## config.mk

```make
export PLATFORM = sky130hd
export DESIGN_NAME = arm_mem_arbiter
export DESIGN_NICKNAME = d
export VERILOG_FILES = /design/src/rtl/arm_mem_arbiter.sv
export SDC_FILE = /design/constraint.sdc
export NUM_CORES = 1
export LEC_CHECK = 0
export BUFFER_PORTS_ARGS = -buffer_cell sky130_fd_sc_hd__buf_2
export CORE_AREA = 3 3 115 117
export DETAILED_ROUTE_END_ITERATION = 8
export DIE_AREA = 0 0 118 120
export GPL_ROUTABILITY_DRIVEN = 1
export PLACE_DENSITY = 0.73
export RECOVER_POWER = 50
export SLEW_MARGIN = 20
export SYNTH_ARGS = -nofsm -noshare
export SYNTH_HDL_FRONTEND = slang
export SYNTH_SLANG_ARGS = --single-unit
export TNS_END_PERCENT = 20
```

## constraint.sdc

```tcl
create_clock -name clk -period 2 [get_ports clk]
set_clock_uncertainty 0.1 [all_clocks]
set_input_delay 0.2 -clock clk [delete_from_list [all_inputs] [get_ports clk]]
set_output_delay 0.2 -clock clk [all_outputs]
set_load 0.02 [all_outputs]
```

## src/rtl/arm_mem_arbiter.sv

```systemverilog
// ---------------------------------------------------------------------------
// arm_mem_arbiter
//   Arbitrates one port of the dual-port ARM memory between two requesters:
//   requester 0 (core load/store path) and requester 1 (program loader/debug).
//   Round-robin on ties, req/ack handshake, one word per access. Read data and
//   the memory exception flag are captured into per-requester response
//   registers that are valid on the ack cycle and hold until the next ack.
//
// Ports
//   clk, rst              clock, asynchronous active-high reset
//   req0/1, we0/1         request and direction (1 = write), held until ack
//   addr0/1, wdata0/1     byte address and write data of each requester
//   ack0/1                one-cycle completion pulse
//   rdata0/1, err0/1      registered read data / exception of the last access
//   mem_addr/wdata/we     shared memory port (zero outside ACCESS)
//   mem_rdata, mem_excpt  combinational read data / decode exception
//   busy, gnt_id          port in use, and which requester owns it
// ---------------------------------------------------------------------------
module arm_mem_arbiter #(
    parameter int   ADDR_W      = 32,
    parameter int   DATA_W      = 32,
    parameter logic FIRST_GRANT = 1'b0
) (
    input  logic              clk,
    input  logic              rst,
    input  logic              req0,
    input  logic              req1,
    input  logic              we0,
    input  logic              we1,
    input  logic [ADDR_W-1:0] addr0,
    input  logic [ADDR_W-1:0] addr1,
    input  logic [DATA_W-1:0] wdata0,
    input  logic [DATA_W-1:0] wdata1,
    output logic              ack0,
    output logic              ack1,
    output logic [DATA_W-1:0] rdata0,
    output logic [DATA_W-1:0] rdata1,
    output logic              err0,
    output logic              err1,
    output logic [ADDR_W-1:0] mem_addr,
    output logic [DATA_W-1:0] mem_wdata,
    output logic              mem_we,
    input  logic [DATA_W-1:0] mem_rdata,
    input  logic              mem_excpt,
    output logic              busy,
    output logic              gnt_id
);

    localparam logic [1:0] IDLE   = 2'd0;
    localparam logic [1:0] ACCESS = 2'd1;
    localparam logic [1:0] RESP   = 2'd2;

    logic [1:0]        state_q, state_d;
    logic              gnt_q, gnt_d;
    logic              last_q, last_d;
    logic              ack0_q, ack0_d, ack1_q, ack1_d;
    logic [DATA_W-1:0] rdata0_q, rdata0_d, rdata1_q, rdata1_d;
    logic              err0_q, err0_d, err1_q, err1_d;

    logic              in_access;
    logic              other_req;
    logic              we_g;

    assign in_access = (state_q == ACCESS);
    // In RESP only the requester that was not just served may take the port;
    // the served requester still shows its old req for this one cycle.
    assign other_req = gnt_q ? req0 : req1;
    assign we_g      = gnt_q ? we1  : we0;

    // Response value for the served requester: an exception clears the data,
    // a clean write keeps the previous read data.
    function automatic logic [DATA_W-1:0] resp_data(input logic [DATA_W-1:0] prev,
                                                    input logic              we,
                                                    input logic              excpt,
                                                    input logic [DATA_W-1:0] rd);
        if (excpt)
            return '0;
        else if (we)
            return prev;
        else
            return rd;
    endfunction

    always_comb begin
        state_d = state_q;
        gnt_d   = gnt_q;
        unique case (state_q)
            IDLE: begin
                if (req0 || req1) begin
                    state_d = ACCESS;
                    if (req0 && req1)
                        gnt_d = ~last_q;
                    else
                        gnt_d = req1;
                end
            end
            ACCESS: state_d = RESP;
            RESP: begin
                if (other_req) begin
                    state_d = ACCESS;
                    gnt_d   = ~gnt_q;
                end else begin
                    state_d = IDLE;
                end
            end
            default: state_d = IDLE;
        endcase
    end

    always_comb begin
        last_d   = last_q;
        rdata0_d = rdata0_q;
        rdata1_d = rdata1_q;
        err0_d   = err0_q;
        err1_d   = err1_q;
        ack0_d   = in_access && !gnt_q;
        ack1_d   = in_access &&  gnt_q;
        if (in_access) begin
            last_d = gnt_q;
            if (!gnt_q) begin
                rdata0_d = resp_data(rdata0_q, we_g, mem_excpt, mem_rdata);
                err0_d   = mem_excpt;
            end else begin
                rdata1_d = resp_data(rdata1_q, we_g, mem_excpt, mem_rdata);
                err1_d   = mem_excpt;
            end
        end
    end

    always_ff @(posedge clk or posedge rst) begin
        if (rst) begin
            state_q  <= IDLE;
            gnt_q    <= FIRST_GRANT;
            last_q   <= ~FIRST_GRANT;
            ack0_q   <= 1'b0;
            ack1_q   <= 1'b0;
            rdata0_q <= '0;
            rdata1_q <= '0;
            err0_q   <= 1'b0;
            err1_q   <= 1'b0;
        end else begin
            state_q  <= state_d;
            gnt_q    <= gnt_d;
            last_q   <= last_d;
            ack0_q   <= ack0_d;
            ack1_q   <= ack1_d;
            rdata0_q <= rdata0_d;
            rdata1_q <= rdata1_d;
            err0_q   <= err0_d;
            err1_q   <= err1_d;
        end
    end

    // The port is driven only in ACCESS; since state_q resets asynchronously,
    // mem_we falls the moment rst rises, so an in-flight write never commits.
    always_comb begin
        mem_addr  = '0;
        mem_wdata = '0;
        mem_we    = 1'b0;
        if (in_access) begin
            mem_addr  = gnt_q ? addr1  : addr0;
            mem_wdata = gnt_q ? wdata1 : wdata0;
            mem_we    = we_g;
        end
    end

    assign ack0   = ack0_q;
    assign ack1   = ack1_q;
    assign rdata0 = rdata0_q;
    assign rdata1 = rdata1_q;
    assign err0   = err0_q;
    assign err1   = err1_q;
    assign busy   = (state_q != IDLE);
    assign gnt_id = gnt_q;

endmodule

```

==> results of run 1 <==
[synth_stat cells]
library cell	count	area, sq um
a31oi_1	1	6.26
nand3b_1	1	7.51
a21oi_4	1	16.3
dfstp_2	1	26.3
buf_2	9	45.0
dfrtp_1	71	1780
a21oi_1	1	5.00
buf_4	2	15.0
mux2_2	63	709
nor2b_1	32	200
clkbuf_1	6	22.5
o21ai_2	1	8.76
or2_2	1	6.26
mux2i_1	67	671
buf_1	1	3.75
a211oi_1	1	7.51
buf_6	6	67.6
nand2b_1	1	6.26
inv_1	6	22.5
o21ai_0	1	5.00
nor2_1	66	248
nor3b_4	1	18.8
mux2_1	2	22.5
nand2_1	4	15.0
[power groups by stage]
stage               combinational [mW]  sequential, mW  clock [mW]
floorplan                         2.79            3.03           0
global placement                  4.95            2.41           0
detailed placement                5.01            2.41           0
CTS                               5.13            2.41        1.93
global route                      5.25            2.51        2.01
finish                            4.92            2.43        1.89
[worst max path at each step]
stage          slack [ps]       start      endpoint  cells past startpoint
2_1_floorplan         220      gnt_id  mem_addr[12]                      5
3_3_place_gp          160   mem_excpt    rdata0[18]                      3
3_5_place_dp          120   mem_excpt     rdata1[0]                      6
4_1_cts                30  state_q[1]  mem_wdata[5]                      4
5_1_grt                 3      gnt_id        mem_we                      4
6_report               40      gnt_id        mem_we                      4
[worst max-delay path, delay by kind of cell, from the launching register on]
kind                   cells  cell delay, ps
buffers and inverters      2             410
flip-flops                 1             510
multiplexers               1             300
AND/OR/NAND/NOR            1             110
[stage by stage]
| step | setup slack, ps | instance area [sq um] |
|---|---|---|
| after floorplan | 220 | 3940 |
| after detailed placement | 124 | 5620 |
| after global placement | 163 | 5620 |
| after global routing | 3.02 | 5930 |
| final | 44.7 | 5930 |
| after CTS | 29.5 | 6030 |
[what timing repair did]
action,4_1_cts,5_1_grt
cloned,1,0
setup endpoints to repair,2,7
resized for setup,1,2
hold endpoints to repair,20,0
hold buffers,2,0
[cell families after synthesis]
kind of cell           Yosys count  share of synthesized area [%]
AO/OA/AOI/OAI                    6                           1.24
flip-flops                      72                           45.8
multiplexers                   132                           35.7
AND/OR/NAND/NOR                106                           12.8
buffers and inverters           30                           4.49
[layout make-up]
class                   count  area (sq um)
well taps                 172           215
repair buffers            311          1560
clock inverters             7           126
multi-input cells         244          1970
fillers                  1223          6540
clock buffers               9           225
inverters                   6          23.8
flip-flops and latches     72          1810
[flip-flops by register name, indices dropped and copies added (netlist names)]
| signal | cells |
|---|---|
| rdata0 | 32 |
| rdata1 | 32 |
| state_q | 2 |
| ack0 | 1 |
| ack1 | 1 |
| err0 | 1 |
| err1 | 1 |
| gnt_id | 1 |
| last_q | 1 |
[per-layer routing]
layer,up-vias,global-route usage (%)
met1,1691,21.9
met4,0,3.52
met3,9,5.42
met5,-,0
li1,1766,-
met2,157,29.6
[placed cells by master (no fill, tap or decap)]
master         netlist  routed
bufinv_16            0       3
mux2i_1             67      67
nand2_1              4       4
o21ai_4              0       1
or2_2                1       1
inv_6                0       2
dfrtp_4              0       1
nor2b_1             32      32
nor2_1              66      65
nand3b_1             1       1
buf_4                2       2
dlygate4sd3_1        0       2
clkbuf_4             0       1
a211oi_1             1       1
mux2_2              63      63
buf_12               0       2
clkbuf_16            0       9
clkinvlp_2           0       1
dfstp_2              1       1
clkbuf_2             0       1
o21ai_0              1       1
a31oi_1              1       1
inv_8                0       1
inv_1                6       5
dfrtp_1             71      70
a21oi_1              1       1
buf_16               0       2
buf_2                9     233
nor3b_4              1       1
clkinvlp_4           0       1
nor2_2               0       1
clkbuf_1             6      68
a21oi_4              1       1
mux2_1               2       2
nand2b_2             0       1
==> impl_metrics.py, run 1 <==
metrics = {
    "route": {
        "postRouteAntennaNets": 0,
        "highest_layer": "met4",
        "vias": 3623,
        "detail_route.wl_per_cell_microns": 15.9,
        "first_pass_iters": 4,
        "dr_wl_met3_microns": 1070,
        "viasPerCell": 4.41,
        "drt_first_iter_violations": 109,
        "wl_met1_microns": 5370,
        "wl_met2_microns": 6530,
        "routed_wl_microns": 13100,
        "drc": 0,
    },
    "logic_synthesis": {
        "synth_cell_types": 24,
        "yosys_warnings": 0,
        "netlist_area_sq_mm": 0.00393,
        "ys_ff_latch": 72,
        "syn_inst": 346,
        "avgSynthCellArea_sq_um": 11.4,
        "seq_area_frac_synth_pct": 45.8,
        "syn_nets": 513,
    },
    "power": {
        "p_switching_mw": 4.00,
        "power_mw": 9.24,
        "p_leak_nw": 3.21,
        "power_density_mw_per_mm2": 1560,
        "p_comb_share_pct": 53.3,
        "sequentialPowerShare_pct": 26.3,
        "ir_drop_mv": 0.772,
        "swShare_pct": 43.3,
        "p_clk_share_pct": 20.4,
        "intPower_mw": 5.24,
    },
    "global_route": {
        "grt_max_degree": 65,
        "grt-ovfl-total": 0,
        "grt_pass1_wl_microns": 19600,
        "grtUsageTotal_pct": 17.4,
        "first_global_vias": 3499,
        "antenna_found_initial": 0,
    },
    "critical_path": {
        "worstPathRequired_ps": 1700,
        "rr_endpoint": "rdata0[26]",
        "rr_worst_depth": 3,
        "r2r_setup_slack_ps": 140,
        "start_kind": "register",
        "cp.arrival_ps": 1660,
        "reg2reg_from": "gnt_id",
        "critPathMaxStageDelay_ps": 510,
        "worst_path_max_delay_cell": "dfrtp_4",
        "end_kind": "output port",
        "path_cells": "buf_16, mux2i_1, nor2_1, buf_2",
        "worstSetupPathType": "reg2out",
        "crit_path_max_fanout": 29,
    },
    "place": {
        "port_buffers": 301,
        "dp.cells": 802,
        "place_hpwl_microns": 10200,
        "gp_congestion": 0.702,
    },
    "timing": {
        "rsz0062_at_grt": "false",
        "timing.max_slew.rel_slack_pct": 28.4,
        "period_share_pct": 97.8,
        "finalHoldViolCount": 0,
        "hold_ws_ps": 62.8,
        "finalSetupTns_ps": 0,
        "tightest_slew_ps": 1070,
        "fmax_ghz": 0.511,
        "slew_violations": 0,
        "post-route-min-period_ps": 1960,
        "setup_viol": 0,
    },
    "clock_network": {
        "cts_root_buf": "clkbuf_16",
        "clock_latency_ps": 320,
        "cts_tree": "yes",
        "htreeDepth": 3,
        "cts_inserted_buffers": 9,
        "post_cts_buffers": 0,
        "path_clk_slew_ps": 60,
        "cts_sinks": 72,
        "clockBufferDepth": 2,
    },
    "worst_hold_path": {
        "hp-class": "in2reg",
        "hp-start": "req1",
        "holdPathEnd": "gnt_id",
        "whs_path_depth": 3,
    },
    "layout": {
        "final_util_pct": 47.5,
        "drive_gt1_share_pct": 50.7,
        "nets": 811,
        "antenna_cells": 0,
        "instances_no_fill": 821,
        "syn2layout_area_growth_pct": 50.7,
    },
    "floorplan": {
        "initial_core_util_pct": 31.5,
        "die_w_microns": 118,
        "ios": 302,
        "rows": 41,
        "dieArea_sq_mm": 0.0142,
        "fp.dieH_microns": 120,
        "core_region_area_sq_mm": 0.0125,
    },
    "status": {
        "status": "completed",
    },
    "job": {
        "cap_viol_max_count": 0,
    },
}
Note: power is estimated with default switching activity, not from simulation.
==> run 2: changes to the inputs <==
CELL_PAD_IN_SITES_DETAIL_PLACEMENT = 0   (was unset)
CELL_PAD_IN_SITES_GLOBAL_PLACEMENT = 1   (was unset)
CORE_AREA = unset   (was 3 3 115 117)
CORE_ASPECT_RATIO = 1.5   (was unset)
CORE_MARGIN = 3   (was unset)
CORE_UTILIZATION = 26   (was unset)
DIE_AREA = unset   (was 0 0 118 120)
PLACE_DENSITY = 0.82   (was 0.73)
==> run 2 against run 1 <==
Against the previous run:
- die area grew 18%
- setup slack lost 1.7 ps
- largest cell class unchanged
- sequential power is essentially flat
- critical path type unchanged
==> impl_metrics.py, run 2 (synthesis results as in run 1) <==
metrics = {
    "layout": {
        "fillers": 1523,
        "mostFrequentLayoutCell": "buf_2",
        "antenna_cells": 0,
        "drive_gt1_share_pct": 51.4,
        "nets": 814,
        "syn2layout_area_growth_pct": 49.8,
        "final_cell_mix": "buf_2 (239), dfrtp_1 (70), mux2i_1 (67), nor2_1 (66), clkbuf_1 (65)",
        "seq_area_sq_mm": 0.00181,
        "multi_input_area_sq_mm": 0.00197,
        "stdcell_area_sq_mm": 0.00589,
    },
    "timing": {
        "finalSetupTns_ps": 0,
        "rsz0062_at_grt": "true",
        "timing.max_slew.rel_slack_pct": 28.6,
        "finalHoldViolCount": 0,
        "period_share_pct": 97.8,
        "setup_viol": 0,
        "post-route-min-period_ps": 1960,
        "tightest_slew_ps": 1070,
        "slew_violations": 0,
        "fmax_ghz": 0.511,
    },
    "clock_network": {
        "clockBufferDepth": 2,
        "path_clk_slew_ps": 50,
        "post_cts_buffers": 0,
        "cts_sinks": 72,
        "cts_inserted_buffers": 9,
        "htreeDepth": 3,
        "clock_latency_ps": 320,
        "cts_tree": "yes",
        "cts_root_buf": "clkbuf_16",
    },
    "place": {
        "place_area_sq_mm": 0.00569,
        "gp_congestion": 0.765,
        "port_buffers": 301,
        "place_hpwl_microns": 11600,
    },
    "floorplan": {
        "core_region_area_sq_mm": 0.0147,
        "dieArea_sq_mm": 0.0167,
        "ios": 302,
        "rows": 54,
        "die_w_microns": 106,
        "fp.dieH_microns": 157,
        "initial_core_util_pct": 26.8,
    },
    "critical_path": {
        "cp.arrival_ps": 1660,
        "worstPathRequired_ps": 1700,
        "start_kind": "register",
        "end_kind": "output port",
        "critPathMaxStageDelay_ps": 460,
        "worstSetupPathType": "reg2out",
        "path_cells": "buf_16, mux2i_1, nor2_1, buf_2",
        "crit_path_max_fanout": 57,
        "worst_path_max_delay_cell": "dfrtp_4",
    },
    "route": {
        "vias": 3683,
        "viasPerCell": 4.34,
        "detail_route.wl_per_cell_microns": 16.6,
        "drt_first_iter_violations": 177,
        "first_pass_iters": 4,
        "drc": 0,
        "postRouteAntennaNets": 0,
        "routed_wl_microns": 14100,
    },
    "power": {
        "ir_drop_mv": 0.806,
        "power_density_mw_per_mm2": 1500,
        "p_leak_nw": 3.20,
    },
    "job": {
        "cap_viol_max_count": 0,
    },
    "status": {
        "status": "completed",
    },
    "global_route": {
        "grtUsageTotal_pct": 15.9,
        "grt_max_degree": 58,
        "first_global_vias": 3651,
        "grt_pass1_wl_microns": 20300,
        "antenna_found_initial": 4,
        "grt-ovfl-total": 0,
    },
    "worst_hold_path": {
        "hp-class": "in2reg",
    },
}
[run 2: cell types whose count changed in the layout (fill, tap and decap cells not counted), sizes merged]
cell / delta
inv: -3
clkbuf: -1
clkinvlp: +1
dlygate4sd3: -1
clkinv: +2
buf: +8
bufinv: -3
[run 2: path summary, 6_finish.rpt]
check / endpoint / cells past startpoint / slack [ps] / startpoint
min in group asynchronous: rdata0[8] / 3 / 370 / rst
max in group asynchronous: err1 / 4 / 410 / rst
max: mem_wdata[4] / 4 / 40 / gnt_id
min: gnt_id / 2 / 9 / req0
max reg2reg: rdata1[1] / 4 / 190 / state_q[1]
min reg2reg: last_q / 2 / 360 / last_q
[run 2: timing repair]
action / in CTS / in global routing
hold endpoints to repair: 11 / 0
pin swaps: 0 / 0
endpoints found under the setup margin: 1 / 7
hold buffers: 1 / 0
resized for setup: 1 / 1
[run 2: layout make-up]
class / instances / share of cell area, %
clock buffer: 12 / 4.35
sequential: 72 / 30.7
clock inverter: 4 / 0.489
tap: 196 / 4.16
timing repair buffer: 314 / 26.5
multi-input combinational: 244 / 33.4
inverter: 6 / 0.404
[run 2: critical path: cells and delay by family, from the launching register on]
kind	cells	cell delay, ps
multiplexers	1	310
flip-flops	1	460
AND/OR/NAND/NOR	1	60
buffers and inverters	2	470
[run 2: layer usage]
| metal | part of all wire (%) | wire length [microns] | global-route usage [%] | vias to the layer above |
|---|---|---|---|---|
| met2 | 48 | 6750 | 26.9 | 196 |
| met5 | 0.15 | 21 | 0 | - |
| li1 | - | - | - | 1776 |
| met3 | 11 | 1600 | 6.60 | 14 |
| met1 | 39 | 5550 | 18.7 | 1693 |
| met4 | 1.0 | 143 | 3.90 | 4 |
[run 2: stage by stage]
stage	setup WS (ps)	utilization [%]	std cells	power (mW)	hold slack, ps
after floorplan	220	-	346	5.82	204
after global placement	184	38.8	831	7.51	97.6
after detailed placement	146	38.8	831	7.55	103
after CTS	9.26	40.9	848	9.10	1.27
after global routing	-16.9	40.2	848	9.38	22.0
final	43.0	40.2	848	8.84	8.89
[run 2: report_power, final]
group	internal [mW]	switching (mW)	total, mW
Sequential	2.06	0.359	2.41
Clock	0.906	0.577	1.48
Combinational	1.95	2.99	4.94
Total	4.91	3.93	8.84
==> run 3: changes to the inputs <==
CORE_UTILIZATION = 28   (was 26)
PLACE_DENSITY = 0.84   (was 0.82)
SETUP_SLACK_MARGIN = 0.5   (was unset)
clock period = 2.05 ns   (was 2 ns; I/O delays follow)
==> run 3 against run 2 <==
Against the previous run:
- register-to-register slack better by 40 ps
- global-route usage up 1.0 points
- clock power up 7%
- final cell count down 2.6%
- power up 7.1%
- sequential power about the same
==> impl_metrics.py, run 3 (synthesis results as in run 1) <==
metrics = {
    "worst_hold_path": {
        "holdPathEnd": "gnt_id",
        "hp-class": "in2reg",
        "hp-start": "req0",
        "whs_path_depth": 2,
    },
    "global_route": {
        "antenna_found_initial": 1,
        "grt-ovfl-total": 0,
        "grt_max_degree": 35,
        "first_global_vias": 3752,
        "grtUsageTotal_pct": 16.9,
        "grt_pass1_wl_microns": 19700,
    },
    "clock_network": {
        "clock_latency_ps": 320,
        "cts_root_buf": "clkbuf_16",
        "clockBufferDepth": 2,
        "cts_inserted_buffers": 9,
        "htreeDepth": 3,
        "path_clk_slew_ps": 60,
        "cts_tree": "yes",
        "cts_sinks": 72,
    },
    "floorplan": {
        "dieArea_sq_mm": 0.0155,
        "ios": 302,
        "die_w_microns": 103,
        "core_region_area_sq_mm": 0.0136,
        "fp.dieH_microns": 151,
        "rows": 52,
        "initial_core_util_pct": 28.9,
    },
    "route": {
        "vias": 3866,
        "postRouteAntennaNets": 0,
        "drt_first_iter_violations": 94,
        "detail_route.wl_per_cell_microns": 17.8,
        "viasPerCell": 4.68,
        "routed_wl_microns": 14700,
        "drc": 0,
        "first_pass_iters": 4,
    },
    "power": {
        "sequentialPowerShare_pct": 25.3,
        "ir_drop_mv": 0.985,
        "power_density_mw_per_mm2": 1530,
        "intPower_mw": 5.39,
        "swShare_pct": 43.0,
        "p_switching_mw": 4.07,
        "p_clk_share_pct": 16.6,
        "p_comb_share_pct": 58.1,
        "p_leak_nw": 3.30,
        "power_mw": 9.47,
    },
    "timing": {
        "setup_viol": 0,
        "timing.max_slew.rel_slack_pct": 39.0,
        "post-route-min-period_ps": 1890,
        "slew_violations": 0,
        "finalHoldViolCount": 0,
        "fmax_ghz": 0.528,
        "finalSetupTns_ps": 0,
        "tightest_slew_ps": 910,
        "rsz0062_at_grt": "true",
        "period_share_pct": 92.3,
    },
    "layout": {
        "seq_area_sq_mm": 0.00181,
        "instances_no_fill": 826,
        "syn2layout_area_growth_pct": 57.4,
        "final_cell_mix": "buf_2 (206), clkbuf_1 (70), dfrtp_1 (69), nor2_1 (66), mux2i_1 (64)",
        "drive_gt1_share_pct": 52.0,
        "mostFrequentLayoutCell": "buf_2",
        "nets": 825,
        "multi_input_area_sq_mm": 0.00203,
        "stdcell_area_sq_mm": 0.00619,
        "fillers": 1341,
    },
    "job": {
        "cap_viol_max_count": 0,
    },
    "critical_path": {
        "rr_worst_depth": 5,
        "cp.arrival_ps": 1590,
        "worstSetupPathType": "reg2out",
        "end_kind": "output port",
        "r2r_setup_slack_ps": 230,
        "startpoint": "gnt_id",
        "crit_path_max_fanout": 8,
        "reg2reg_from": "gnt_id",
        "worstPathRequired_ps": 1750,
        "start_kind": "register",
        "rr_endpoint": "rdata0[19]",
    },
    "place": {
        "gp_congestion": 0.841,
        "place_hpwl_microns": 10700,
        "port_buffers": 301,
        "dp.cells": 794,
        "place_area_sq_mm": 0.00562,
    },
    "status": {
        "status": "completed",
    },
}
[run 3: cell types whose count changed in the layout (fill, tap and decap cells not counted), sizes merged]
cell / delta
buf: +2
bufbuf: +1
bufinv: +1
clkbuf: +5
clkinv: -1
clkinvlp: -1
diode: +1
inv: +1
o21ai: +3
[run 3: per-layer routing]
layer | track usage [%] | share of wire [%] | vias up
met3 | 5.07 | 9.4 | 17
met1 | 17.6 | 35 | 1849
li1 | - | - | 1800
met2 | 31.9 | 54 | 198
met5 | 0 | 0.048 | -
met4 | 4.93 | 1.4 | 2
[run 3: repair_timing]
action / 4_1_cts / 5_1_grt
endpoints found under the setup margin: 131 / 132
gates cloned: 7 / 1
pin swaps: 1 / 5
resized for setup: 33 / 10
setup buffers: 6 / 0
hold buffers: 1 / 0
endpoints found under the hold margin: 18 / 0
[run 3: worst max-delay path by stage]
stage,end,slack [ps]
2_1_floorplan,mem_addr[12],270
3_5_place_dp,rdata1[8],180
6_report,mem_wdata[20],160
4_1_cts,mem_addr[29],140
5_1_grt,mem_wdata[20],90
3_3_place_gp,rdata1[4],200
[run 3: power by group through the flow]
stage | Sequential, mW | Clock (mW) | Combinational (mW)
finish | 2.39 | 1.58 | 5.50
global route | 2.47 | 1.67 | 5.83
CTS | 2.39 | 1.62 | 5.60
detailed placement | 2.39 | 0 | 4.91
global placement | 2.37 | 0 | 4.82
floorplan | 2.96 | 0 | 2.72
[run 3: cell type report]
type,instances,area share (%)
Clock inverter,4,0.829
Sequential cell,72,29.2
Clock buffer,12,4.14
Timing Repair Buffer,322,29.4
Inverter,6,0.384
Tap cell,162,3.27
Multi-Input combinational cell,247,32.8
Antenna cell,1,0.0404
[run 3: stage by stage]
stage,setup WS [ps],util [%],hold WS (ps)
after floorplan,265,-,209
after CTS,144,45.9,3.55
after global placement,201,41.4,138
after detailed placement,177,41.4,157
final,157,45.5,9.72
after global routing,89.1,45.5,28.0
[run 3: worst max-delay path, stage by stage, from the launching register on]
cell	delay, ps
dfrtp_4	560
buf_12	160
buf_16	140
mux2i_2	170
nor2_1	60
buf_4	150
